[src/rtl/sbox_byte_serial_pkg.sv]
// Shared types and constants for the byte-serial SubBytes engine.
package sbox_byte_serial_pkg;

  // Width of one state byte.
  localparam int BYTE_W = 8;

  // Engine sequencing states.
  typedef enum logic [1:0] {
    IDLE = 2'd0,
    RUN  = 2'd1,
    DONE = 2'd2
  } state_e;

  // FIPS-197 Appendix C.1 plaintext and its SubBytes image.
  localparam logic [127:0] FIPS_IN  = 128'h00112233445566778899AABBCCDDEEFF;
  localparam logic [127:0] FIPS_OUT = 128'h638293C31BFC33F5C4EEACEA4BC12816;

endpackage

[src/rtl/MyMUXn.sv]
// N-bit two-input multiplexer: sel=0 passes a, sel=1 passes b.
module MyMUXn #(
  parameter int N = 8
) (
  input  logic         sel,
  input  logic [N-1:0] a,
  input  logic [N-1:0] b,
  output logic [N-1:0] y
);

  assign y = sel ? b : a;

endmodule

[src/rtl/MyRegn.sv]
// N-bit datapath register with synchronous clear and load enable.
module MyRegn #(
  parameter int N = 8
) (
  input  logic         C,
  input  logic         RST,
  input  logic         en,
  input  logic [N-1:0] d,
  output logic [N-1:0] q
);

  // Capture d when enabled; clear on reset.
  always_ff @(posedge C) begin
    if (RST) begin
      q <= {N{1'b0}};
    end else if (en) begin
      q <= d;
    end else begin
      q <= q;
    end
  end

endmodule

[src/rtl/Sbox.sv]
// Combinational AES S-box: multiplicative inverse in GF(2^8) followed
// by the affine transform. Purely combinational, no registers.
module Sbox (
  input  logic [7:0] x,
  output logic [7:0] y
);

  // Multiply by x modulo the AES polynomial 0x11B.
  function automatic logic [7:0] gf_xtime(input logic [7:0] a);
    return {a[6:0], 1'b0} ^ (a[7] ? 8'h1b : 8'h00);
  endfunction

  // Full GF(2^8) multiply, shift-and-add.
  function automatic logic [7:0] gf_mul(input logic [7:0] a, input logic [7:0] b);
    logic [7:0] p;
    logic [7:0] aa;
    p  = 8'h00;
    aa = a;
    for (int i = 0; i < 8; i++) begin
      p  = p ^ (b[i] ? aa : 8'h00);
      aa = gf_xtime(aa);
    end
    return p;
  endfunction

  // Inverse as a^254 = a^2 * a^4 * ... * a^128; maps 0 to 0 as required.
  function automatic logic [7:0] gf_inv(input logic [7:0] a);
    logic [7:0] sq;
    logic [7:0] r;
    sq = a;
    r  = 8'h01;
    for (int k = 1; k < 8; k++) begin
      sq = gf_mul(sq, sq);
      r  = gf_mul(r, sq);
    end
    return r;
  endfunction

  // Affine transform: b ^ rotl1 ^ rotl2 ^ rotl3 ^ rotl4 ^ 0x63.
  function automatic logic [7:0] affine(input logic [7:0] b);
    return b
         ^ {b[6:0], b[7]}
         ^ {b[5:0], b[7:6]}
         ^ {b[4:0], b[7:5]}
         ^ {b[3:0], b[7:4]}
         ^ 8'h63;
  endfunction

  assign y = affine(gf_inv(x));

endmodule

[src/rtl/sbox_byte_serial.sv]
// Byte-serial SubBytes engine: loads a full state, rotates it byte by
// byte through a single Sbox, and presents the substituted state with
// a one-cycle done pulse.
module sbox_byte_serial
  import sbox_byte_serial_pkg::*;
#(
  parameter int NBYTES = 16,
  parameter int CW     = 4
) (
  input  logic                     C,
  input  logic                     RST,
  input  logic                     start,
  input  logic [8*NBYTES-1:0]      din,
  output logic                     ready,
  output logic                     busy,
  output logic                     done,
  output logic [8*NBYTES-1:0]      dout
);

  localparam int W = BYTE_W * NBYTES;
  localparam logic [CW-1:0] LAST_CNT = CW'(NBYTES - 1);
  localparam logic [CW-1:0] CNT_ONE  = CW'(1);

  state_e          state_r;
  logic [CW-1:0]   cnt_r;
  logic            ready_r;
  logic            busy_r;
  logic            done_r;

  logic [W-1:0]    shift_r;
  logic [W-1:0]    dout_r;
  logic [W-1:0]    shifted_s;
  logic [W-1:0]    next_s;
  logic [7:0]      sbox_x_s;
  logic [7:0]      sbox_y_s;
  logic            load_s;
  logic            run_s;
  logic            last_s;
  logic            shift_en_s;

  // A start is taken only while the engine advertises ready (IDLE or DONE).
  assign load_s     = ((state_r == IDLE) || (state_r == DONE)) && start;
  assign run_s      = (state_r == RUN);
  assign last_s     = run_s && (cnt_r == LAST_CNT);
  assign shift_en_s = load_s | run_s;

  // Top byte feeds the Sbox; its image re-enters at the bottom so that
  // after NBYTES shifts every byte is back in its original slot.
  assign sbox_x_s  = shift_r[W-1 -: BYTE_W];
  assign shifted_s = {shift_r[W-BYTE_W-1:0], sbox_y_s};

  Sbox u_sbox (
    .x (sbox_x_s),
    .y (sbox_y_s)
  );

  MyMUXn #(.N(W)) u_load_mux (
    .sel (load_s),
    .a   (shifted_s),
    .b   (din),
    .y   (next_s)
  );

  MyRegn #(.N(W)) u_shift_reg (
    .C   (C),
    .RST (RST),
    .en  (shift_en_s),
    .d   (next_s),
    .q   (shift_r)
  );

  // dout takes the post-shift value on the final RUN cycle only.
  MyRegn #(.N(W)) u_dout_reg (
    .C   (C),
    .RST (RST),
    .en  (last_s),
    .d   (shifted_s),
    .q   (dout_r)
  );

  // Sequencer: state, byte counter and registered handshake outputs.
  always_ff @(posedge C) begin
    if (RST) begin
      state_r <= IDLE;
      cnt_r   <= {CW{1'b0}};
      ready_r <= 1'b1;
      busy_r  <= 1'b0;
      done_r  <= 1'b0;
    end else begin
      case (state_r)
        IDLE, DONE: begin
          cnt_r  <= {CW{1'b0}};
          done_r <= 1'b0;
          if (start) begin
            state_r <= RUN;
            ready_r <= 1'b0;
            busy_r  <= 1'b1;
          end else begin
            state_r <= IDLE;
            ready_r <= 1'b1;
            busy_r  <= 1'b0;
          end
        end
        RUN: begin
          if (cnt_r == LAST_CNT) begin
            state_r <= DONE;
            cnt_r   <= {CW{1'b0}};
            ready_r <= 1'b1;
            busy_r  <= 1'b0;
            done_r  <= 1'b1;
          end else begin
            state_r <= RUN;
            cnt_r   <= cnt_r + CNT_ONE;
            ready_r <= 1'b0;
            busy_r  <= 1'b1;
            done_r  <= 1'b0;
          end
        end
        default: begin
          state_r <= IDLE;
          cnt_r   <= {CW{1'b0}};
          ready_r <= 1'b1;
          busy_r  <= 1'b0;
          done_r  <= 1'b0;
        end
      endcase
    end
  end

  assign ready = ready_r;
  assign busy  = busy_r;
  assign done  = done_r;
  assign dout  = dout_r;

endmodule

[config.mk]
export PLATFORM = sky130hd
export DESIGN_NAME = sbox_byte_serial
export DESIGN_NICKNAME = d
export VERILOG_FILES = /design/src/rtl/sbox_byte_serial_pkg.sv /design/src/rtl/MyMUXn.sv /design/src/rtl/MyRegn.sv /design/src/rtl/Sbox.sv /design/src/rtl/sbox_byte_serial.sv
export SDC_FILE = /design/constraint.sdc
export NUM_CORES = 1
export LEC_CHECK = 0
export CORE_MARGIN = 3
export CORE_UTILIZATION = 60
export DETAILED_ROUTE_END_ITERATION = 10
export DONT_BUFFER_PORTS = 1
export PLACE_DENSITY = 0.76
export SLEW_MARGIN = 20
export SYNTH_ARGS = -nofsm -noshare
export SYNTH_HDL_FRONTEND = slang
export SYNTH_HIERARCHICAL = 1
export SYNTH_SLANG_ARGS = --single-unit
[constraint.sdc]
create_clock -name C -period 22.9 [get_ports C]
set_input_delay 2.29 -clock C [delete_from_list [all_inputs] [get_ports C]]
set_output_delay 2.29 -clock C [all_outputs]
set_load 0.05 [all_outputs]
Yosys cells after proc, flatten, opt, wreduce, memory -nomap -nowiden
Index checks and enable logic that the tools add are counted.
Word-level totals
  flip-flop bits (word level): 265
  output and inout bits: 131
  word-level logic and storage cells: 427
Operators by class
  add/sub/neg operators: 1
  eq/ne operators: 3
  multiplexer cells: 213
  bitwise operators: 196
  reductions and logical operators: 7
Operators with widths (count)
  bitwise XOR 8 bit: 191
  2-to-1 mux 8 bit: 105
  2-to-1 mux 5 bit: 92
  2-to-1 mux 128 bit: 1
  bitwise XOR 8 x 5 -> 8 bit: 2
  2-to-1 mux 7 bit: 1
  2-to-1 mux 1 bit: 6
  2-to-1 mux 6 bit: 1
  adder 4 x 1 -> 4 bit (second input constant): 1
  equality test 4 bit (second input constant): 1
  2-to-1 mux 2 bit: 2
  2-to-1 mux 4 bit: 1
  NOT 4 bit: 1
  case mux 1 bit (2 select lines): 2
  case mux 2 bit (2 select lines): 1
  OR reduction 2 bit: 2
  2-to-1 mux 3 bit: 1
  OR reduction 3 bit: 1
  equality test 2 x 1 -> 1 bit (second input constant): 1
  equality test 2 bit (second input constant): 1
  logical AND 1 bit: 2
  logical NOT 2 bit: 1
  logical OR 1 bit: 1
  NOT 1 bit: 1
  bitwise OR 1 bit: 1

Depth between registers and ports, before layout
Gate-level depths: netlist of run 1.
  depth after elaboration: 126
  mapped depth: 95

By module
The synthesis of run 1 kept the hierarchy.
By module, submodules not included
  Sbox: instances 1, cells an instance 2213, area an instance 17050.1 sq um, seq. area each 0.0 sq um
  MyRegn: instances 2, cells an instance 412, area an instance 4652.0 sq um, seq. area each 2562.5 sq um
  MyMUXn: instances 1, cells an instance 142, area an instance 1619.1 sq um, seq. area each 0.0 sq um
  sbox_byte_serial: instances 1, cells an instance 29, area an instance 291.5 sq um, seq. area each 160.2 sq um

Worst setup path before layout of run 1
OpenSTA, ideal clock, no wires.
  path kind: register to register
  from: register u_shift_reg.q[127]
  to: register u_shift_reg.q[7]
  library setup time: 0.128 ns
  arrival: 19.413 ns
  required time: 22.772 ns
  slack: 3.359 ns
  cell stages (with the launch flop): 88
  buffers on the path: 15
  period minus slack after synthesis: 19.541 ns
  cells stage by stage: dfxtp_1 inv_1 ha_1 buf_6 inv_1 ha_1 xnor2_1 nor3_1 a211oi_1 xor3_1 xnor2_1 inv_1 ha_1 xnor2_1 or3_1 a211o_1 o211a_2 or4b_2 [... 52 more ...] ha_1 buf_1 xnor2_1 a21oi_1 xnor2_1 a21oi_1 xnor2_1 xnor2_1 clkbuf_1 nand3b_1 o31ai_1 a311oi_1 xnor2_1 xnor3_1 xor2_1 mux2_2 mux2i_1 nor2_1
Between the ends
  longest elaborated chain between the ends: 89
  elaborated cells on any way between the ends: 393
RTL lines
  start: declaration: line MyRegn.sv:9  | output logic [N-1:0] q
  start signal: assignment: line MyRegn.sv:15  | q <= {N{1'b0}};
  start signal: assignment: line MyRegn.sv:19  | q <= q;
  2-to-1 mux 5 bit: line Sbox.sv:10  | return {a[6:0], 1'b0} ^ (a[7] ? 8'h1b : 8'h00);
  bitwise XOR 8 bit (4 in series): line Sbox.sv:10
  2-to-1 mux 5 bit or bitwise XOR 8 bit (tied branches): line Sbox.sv:10
  bitwise XOR 8 bit or 2-to-1 mux 5 bit (tied branches): line Sbox.sv:10
  bitwise XOR 8 bit: line Sbox.sv:10
  bitwise XOR 8 bit or 2-to-1 mux 8 bit (tied branches): line Sbox.sv:10, Sbox.sv:20
  2-to-1 mux 8 bit or bitwise XOR 8 bit (tied branches): line Sbox.sv:20  | p = p ^ (b[i] ? aa : 8'h00);
  bitwise XOR 8 bit *: line Sbox.sv:20
  [... 72 more ...]
  bitwise XOR 8 bit *: line Sbox.sv:20
  bitwise XOR 8 bit: line Sbox.sv:42  | ^ {b[6:0], b[7]}
  bitwise XOR 8 bit: line Sbox.sv:43  | ^ {b[5:0], b[7:6]}
  bitwise XOR 8 bit: line Sbox.sv:44  | ^ {b[4:0], b[7:5]}
  bitwise XOR 8 bit *: line Sbox.sv:45  | ^ {b[3:0], b[7:4]}
  named net sbox_y_s[7]: line sbox_byte_serial.sv:35  | logic [7:0] sbox_y_s;
  2-to-1 mux 128 bit *: line MyMUXn.sv:11  | assign y = sel ? b : a;
  named net next_s[7]: line sbox_byte_serial.sv:33  | logic [W-1:0] next_s;
Mark *: on every way through the listed nets, which the timed path passes. The rest lies on a longest branch.
A chain may end at the register's enable or synchronous reset.

Final worst setup path of run 1
  from: register u_shift_reg.q[126]
  to: register u_shift_reg.q[2]
Between the ends
  longest elaborated chain between the ends: 89
  elaborated cells on any way between the ends: 393
RTL lines (line)
  bitwise XOR 8 bit: Sbox.sv:10
  2-to-1 mux 5 bit: Sbox.sv:10
  bitwise XOR 8 bit (4 in series): Sbox.sv:10
  2-to-1 mux 5 bit, or another cell as far along: Sbox.sv:10
  bitwise XOR 8 bit, or another cell as far along (2 in series): Sbox.sv:10
  2-to-1 mux 8 bit or bitwise XOR 8 bit (tied branches): Sbox.sv:20
  bitwise XOR 8 bit *: Sbox.sv:20
  bitwise XOR 8 bit (2 in series): Sbox.sv:10
  [... 70 more ...]
  bitwise XOR 8 bit *: Sbox.sv:20
  bitwise XOR 8 bit: Sbox.sv:42
  bitwise XOR 8 bit: Sbox.sv:43
  bitwise XOR 8 bit: Sbox.sv:44
  bitwise XOR 8 bit *: Sbox.sv:45
  named net sbox_y_s[2]: sbox_byte_serial.sv:35
  2-to-1 mux 128 bit *: MyMUXn.sv:11
  named net next_s[2]: sbox_byte_serial.sv:33
Marked as above.

==> results.py, run 1 <==
metrics = {
    "synth": {
        "syn_nets": 3391,
        "synth_top_cells_by_area": "dfxtp_1, xnor2_1, mux2i_1",
        "ys.flop_type": "dfxtp_1",
        "synth_cells": 3208,
        "ys_seq_elements": 264,
        "synth-edff-count": 0,
        "yosysSeqAreaShare_pct": 18.7,
        "async_reset_ff_share_pct": 0,
        "ys_warn_count": 6,
        "synth_top_area_share_pct": 18.7,
        "synthDistinctLibCells": 111,
        "syn-cell-area_um2": 28300,
        "yosysTopAreaCell": "dfxtp_1",
        "avgSynthCellArea_um2": 8.81,
    },
    "sta": {
        "hold_violations": 0,
        "fin_skew_ns": 0.0167,
        "worst_pin_slew_ns": 1.12,
        "maxSlewViolCount": 0,
        "fin_setup_tns_ns": 0,
        "rsz0062_at_grt": "no",
        "setup_viol": 0,
        "slew_headroom_pct": 25.1,
        "max_freq_mhz": 47.0,
        "min_period_over_period_pct": 93.0,
        "period_minus_slack_ns": 21.29,
    },
    "routing": {
        "wl_per_cell_um": 20.9,
        "drt-vias-per-instance": 6.20,
        "wirelength_mm": 77.4,
        "vias": 22918,
        "first_pass_iters": 9,
        "drc_errors": 2,
        "ant_nets": 0,
        "drt_iter0_drc": 2312,
    },
    "worst_setup_path": {
        "regToRegStartpoint": "u_shift_reg/q[126]$_SDFFE_PP0P_",
        "crit_family": "XOR/XNOR gates",
        "cp_slowest_stage_delay_ns": 0.86,
        "cp_max_fo": 25,
        "arrival_ns": 21.69,
        "path_class": "reg -> reg",
        "path_buf_inv": 12,
        "crit_path_end_kind": "register",
        "crit_slowest_cell": "dfxtp_1",
        "required_ns": 23.30,
        "start_kind": "register",
        "cp-startpoint": "u_shift_reg/q[126]$_SDFFE_PP0P_",
        "crit_path_frequent_cell": "xnor2_1",
    },
    "clock_network": {
        "insertion_delay_ns": 0.53,
        "cts_tree": "built",
        "clk_pin_slew_ns": 0.07,
        "htreeDepth": 1,
        "cts_resized": 0,
        "cts.path.max_buffers": 3,
        "cts_hold_buffers": 0,
        "numCtsBuffers": 24,
        "clock-sinks": 264,
        "cts_root_buffer": "clkbuf_16",
        "post_cts_buffers": 0,
    },
    "floorplanning": {
        "die_area_um2": 49700,
        "initial_core_util_pct": 61.5,
        "die_x_um": 223,
        "row_count": 78,
        "die_y_um": 223,
        "num_io_pins": 262,
        "core_um2": 46000,
    },
    "finish": {
        "nets": 3256,
        "area_growth_pct": 1.52,
        "drive_above_1_share_pct": 12.1,
    },
    "place": {
        "port-buffer-count": 0,
        "globalplace.congestion": 0.936,
        "post-dp-hpwl_mm": 56.2,
    },
    "global_routing": {
        "grt.total_usage_pct": 29.3,
        "grt_antenna_before_repair": 10,
        "grt_pass1_vias": 21819,
        "grt_pass1_wl_mm": 122,
        "grt_overflow": 0,
        "grt_max_degree": 260,
    },
    "worst_hold_path": {
        "hp-class": "reg -> reg",
        "worstHoldStart": "cnt_r[0]$_SDFF_PP0_",
    },
    "status": {
        "violations": "design-rule violations",
        "status": "finished, violations left",
    },
    "job": {
        "cap_violations": 0,
    },
}
[synthesized netlist by cell type, types with 60 or more instances]
| cell type | number |
|---|---|
| mux2i_1 | 292 |
| o21ai_0 | 78 |
| clkbuf_1 | 81 |
| nor2_1 | 549 |
| a21oi_1 | 101 |
| xnor2_1 | 419 |
| xnor3_1 | 92 |
| nor3_1 | 60 |
| xor2_1 | 117 |
| nand2_1 | 235 |
| dfxtp_1 | 264 |
| mux2_2 | 138 |
[area by class of cell]
type / instances / area [um^2]
Clock inverter: 13 / 121
Antenna cell: 8 / 20.0
Clock buffer: 31 / 667
Inverter: 68 / 260
Fill cell: 3848 / 17300
Tap cell: 600 / 751
Multi-Input combinational cell: 2660 / 21200
Timing Repair Buffer: 55 / 413
Sequential cell: 264 / 5290
[through the flow]
stage | utilization (%) | hold WS, ns | area, um^2 | instances | worst slack (ns)
finish | 62.4 | 0.462 | 28700 | 3699 | 1.61
floorplan | - | 0.417 | 28300 | 3208 | 3.36
CTS | 62.3 | 0.461 | 28600 | 3691 | 0.920
global route | 62.4 | 0.473 | 28700 | 3698 | 0.0462
global placement | 60.5 | 0.429 | 27800 | 3647 | 1.79
detailed placement | 60.6 | 0.452 | 27800 | 3647 | 1.03
[cell usage in the layout, fill, tap and decap left out, types with 12 or more instances in the layout]
master / n
nor2_1: 547
xnor2_1: 408
mux2i_1: 292
dfxtp_1: 263
nand2_1: 234
mux2_2: 138
xor2_1: 116
a21oi_1: 101
xnor3_1: 92
o21ai_0: 78
nor3_1: 60
nand3_1: 57
buf_4: 55
ha_1: 52
inv_1: 50
xnor2_2: 41
o22ai_1: 33
clkbuf_16: 24
a211oi_1: 21
xnor3_2: 20
o211ai_1: 20
a31oi_1: 19
and3_1: 19
nand2b_1: 17
xor3_1: 16
nand4_1: 14
o21a_1: 12
nor2b_1: 12
inv_2: 12
a21o_1: 12
[logic make-up (layout without fill, tap and decap cells)]
| logic type | after synthesis | after routing | share of synthesized area, % |
|---|---|---|---|
| flops | 264 | 264 | 18.7 |
| other cells | 0 | 8 | 0 |
| mux | 432 | 432 | 15.9 |
| compound gates | 418 | 418 | 9.96 |
| fa+ha+maj | 52 | 52 | 2.30 |
| simple gates | 1043 | 1043 | 16.0 |
| buf+inv | 284 | 167 | 6.80 |
| xor+xnor | 715 | 715 | 30.3 |
[state kept, by name, indices dropped and copies added, names as in the netlist]
| register | flops |
|---|---|
| u_dout_reg/q | 128 |
| u_shift_reg/q | 128 |
| cnt_r | 4 |
| state_r | 2 |
| done | 1 |
| ready | 1 |
[per-layer routing]
layer / track usage, % / vias up / share of wire (%)
met1: 38.8 / 10921 / 40
met5: 0 / - / 0.017
met2: 49.4 / 1080 / 48
li1: - / 10738 / -
met4: 8.65 / 2 / 2.9
met3: 4.63 / 177 / 8.9
[final timing paths]
| path | slack (ns) | to | depth (start not counted) |
|---|---|---|---|
| min reg2reg | 0.46 | cnt_r[0]$_SDFF_PP0_ | 1 |
| max reg2reg | 1.61 | u_shift_reg/q[2]$_SDFFE_PP0P_ | 75 |
| min | 0.46 | cnt_r[0]$_SDFF_PP0_ | 1 |
| max | 1.61 | u_shift_reg/q[2]$_SDFFE_PP0P_ | 75 |
Power of run 1 is left out: the tool's default activity adds up to more than one toggle a clock period on the data nets, which glitch-free logic cannot reach.
==> run 2: changes to the inputs <==
- CORE_UTILIZATION: 60 -> 30
- PLACE_DENSITY: 0.76 -> unset
==> results.py, run 2 (synthesis gave the netlist of run 1 again) <==
metrics = {
    "finish": {
        "final_common_cell": "nor2_1",
        "area_growth_pct": 4.59,
        "final_util_pct": 32.0,
        "drive_above_1_share_pct": 12.2,
        "nets": 3266,
        "reg_top3": "u_dout_reg/q x128, u_shift_reg/q x128, cnt_r x4",
        "mostFrequentLayoutCells": "nor2_1, xnor2_1, mux2i_1",
    },
    "clock_network": {
        "post_cts_buffers": 0,
        "cts_root_buffer": "clkbuf_16",
        "clock-sinks": 264,
        "htreeDepth": 1,
        "cts_hold_buffers": 0,
        "numCtsBuffers": 25,
        "cts_tree": "built",
        "insertion_delay_ns": 0.53,
        "cts_resized": 0,
        "cts.path.max_buffers": 3,
        "clk_pin_slew_ns": 0.07,
    },
    "sta": {
        "max_freq_mhz": 47.0,
        "period_minus_slack_ns": 21.29,
        "hold_violations": 0,
        "setup_viol": 0,
        "whs_ns": 0.459,
        "worst_pin_slew_ns": 1.05,
        "fin_skew_ns": 0.0174,
        "maxSlewViolCount": 0,
        "slew_headroom_pct": 30.2,
        "min_period_over_period_pct": 93.0,
    },
    "status": {
        "status": "completed",
    },
    "worst_setup_path": {
        "rr_endpoint": "u_shift_reg/q[4]$_SDFFE_PP0P_",
        "cp_slowest_stage_delay_ns": 0.91,
        "path_class": "reg -> reg",
        "regToRegStartpoint": "u_shift_reg/q[126]$_SDFFE_PP0P_",
        "arrival_ns": 21.68,
        "crit_family": "XOR/XNOR gates",
        "ff2ff_setup_slack_ns": 1.61,
        "start_kind": "register",
        "crit_cells": 71,
        "path_buf_inv": 13,
        "crit_slowest_cell": "dfxtp_1",
        "crit_path_end_kind": "register",
        "crit_path_frequent_cell": "ha_1",
        "reg2reg_depth": 71,
        "cp_max_fo": 25,
        "required_ns": 23.30,
    },
    "worst_hold_path": {
        "hp-class": "reg -> reg",
        "hold_depth": 1,
        "hold_end": "cnt_r[0]$_SDFF_PP0_",
        "worstHoldStart": "cnt_r[0]$_SDFF_PP0_",
    },
    "routing": {
        "wirelength_mm": 78.5,
        "drc_errors": 0,
        "vias": 22213,
        "first_pass_iters": 5,
        "drt_iter0_drc": 2041,
        "wl_per_cell_um": 18.1,
        "ant_nets": 0,
        "drt-vias-per-instance": 5.11,
    },
    "floorplanning": {
        "num_io_pins": 262,
        "die_x_um": 313,
        "die_y_um": 313,
        "initial_core_util_pct": 30.6,
        "core_um2": 92500,
        "die_area_um2": 97900,
        "row_count": 111,
    },
    "place": {
        "globalplace.congestion": 0.886,
        "port-buffer-count": 0,
        "post-dp-hpwl_mm": 57.0,
    },
    "global_routing": {
        "grt_pass1_wl_mm": 123,
        "grt_pass1_vias": 20863,
        "grt_max_degree": 260,
        "grt_overflow": 0,
        "grt.total_usage_pct": 15.2,
        "grt_antenna_before_repair": 4,
    },
    "job": {
        "cap_violations": 0,
    },
}
## run 2: changes by cell type in the layout (fill, tap and decap cells not counted), moves of 5 or more
| cell | delta |
|---|---|
| diode_2 | -5 |
| clkinv_2 | -5 |
| buf_4 | +9 |
| clkbuf_1 | +6 |
## run 2: how the worst max path moves through the flow
stage,from,end,slack [ns]
floorplan,u_shift_reg/q[127]$_SDFFE_PP0P_,u_shift_reg/q[7]$_SDFFE_PP0P_,3.36
global placement,u_shift_reg/q[127]$_SDFFE_PP0P_,u_shift_reg/q[4]$_SDFFE_PP0P_,1.38
detailed placement,u_shift_reg/q[127]$_SDFFE_PP0P_,u_shift_reg/q[4]$_SDFFE_PP0P_,0.80
CTS,u_shift_reg/q[127]$_SDFFE_PP0P_,u_shift_reg/q[4]$_SDFFE_PP0P_,0.75
global route,u_shift_reg/q[126]$_SDFFE_PP0P_,u_shift_reg/q[3]$_SDFFE_PP0P_,-0.01
finish,u_shift_reg/q[126]$_SDFFE_PP0P_,u_shift_reg/q[4]$_SDFFE_PP0P_,1.61
## run 2: through the flow
| stage | TNS [ns] | setup slack (ns) | std cells | area (um^2) |
|---|---|---|---|---|
| after floorplan | 0 | 3.36 | 3208 | 28300 |
| after global placement | 0 | 1.38 | 4299 | 28700 |
| after detailed placement | 0 | 0.803 | 4299 | 28700 |
| after CTS | 0 | 0.747 | 4345 | 29500 |
| after global routing | -0.0131 | -0.0131 | 4347 | 29600 |
| final | 0 | 1.61 | 4348 | 29600 |
## run 2: area by class of cell
| type | count | area, um^2 |
|---|---|---|
| fillers | 9716 | 62900 |
| multi-input cells | 2660 | 21200 |
| flip-flops and latches | 264 | 5290 |
| well taps | 1243 | 1560 |
| clock buffers | 40 | 742 |
| repair buffers | 64 | 480 |
| inverters | 68 | 260 |
| clock inverters | 6 | 43.8 |
| diodes | 3 | 7.51 |
## run 2: worst register-to-register path, delay by kind of cell, from the launching register on
kind                     cells  cell delay [ns]
adder cells (fa/ha/maj)     11             4.79
buffers and inverters       13             2.72
AND/OR/NAND/NOR              7             1.03
XOR/XNOR                    29             9.61
multiplexers                 3             0.51
flip-flops                   1             0.91
AO/OA/AOI/OAI                8             1.59
## run 2: metal layers
layer  vias to the layer above  GRT usage (%)  routed length, um
met3                        98           1.93               5230
met5                         -              0                  0
li1                      10736              -                  -
met4                         0           3.15               1510
met2                       755           25.1              36600
met1                     10624           21.1              35200
Power of run 2 is left out for the same reason.
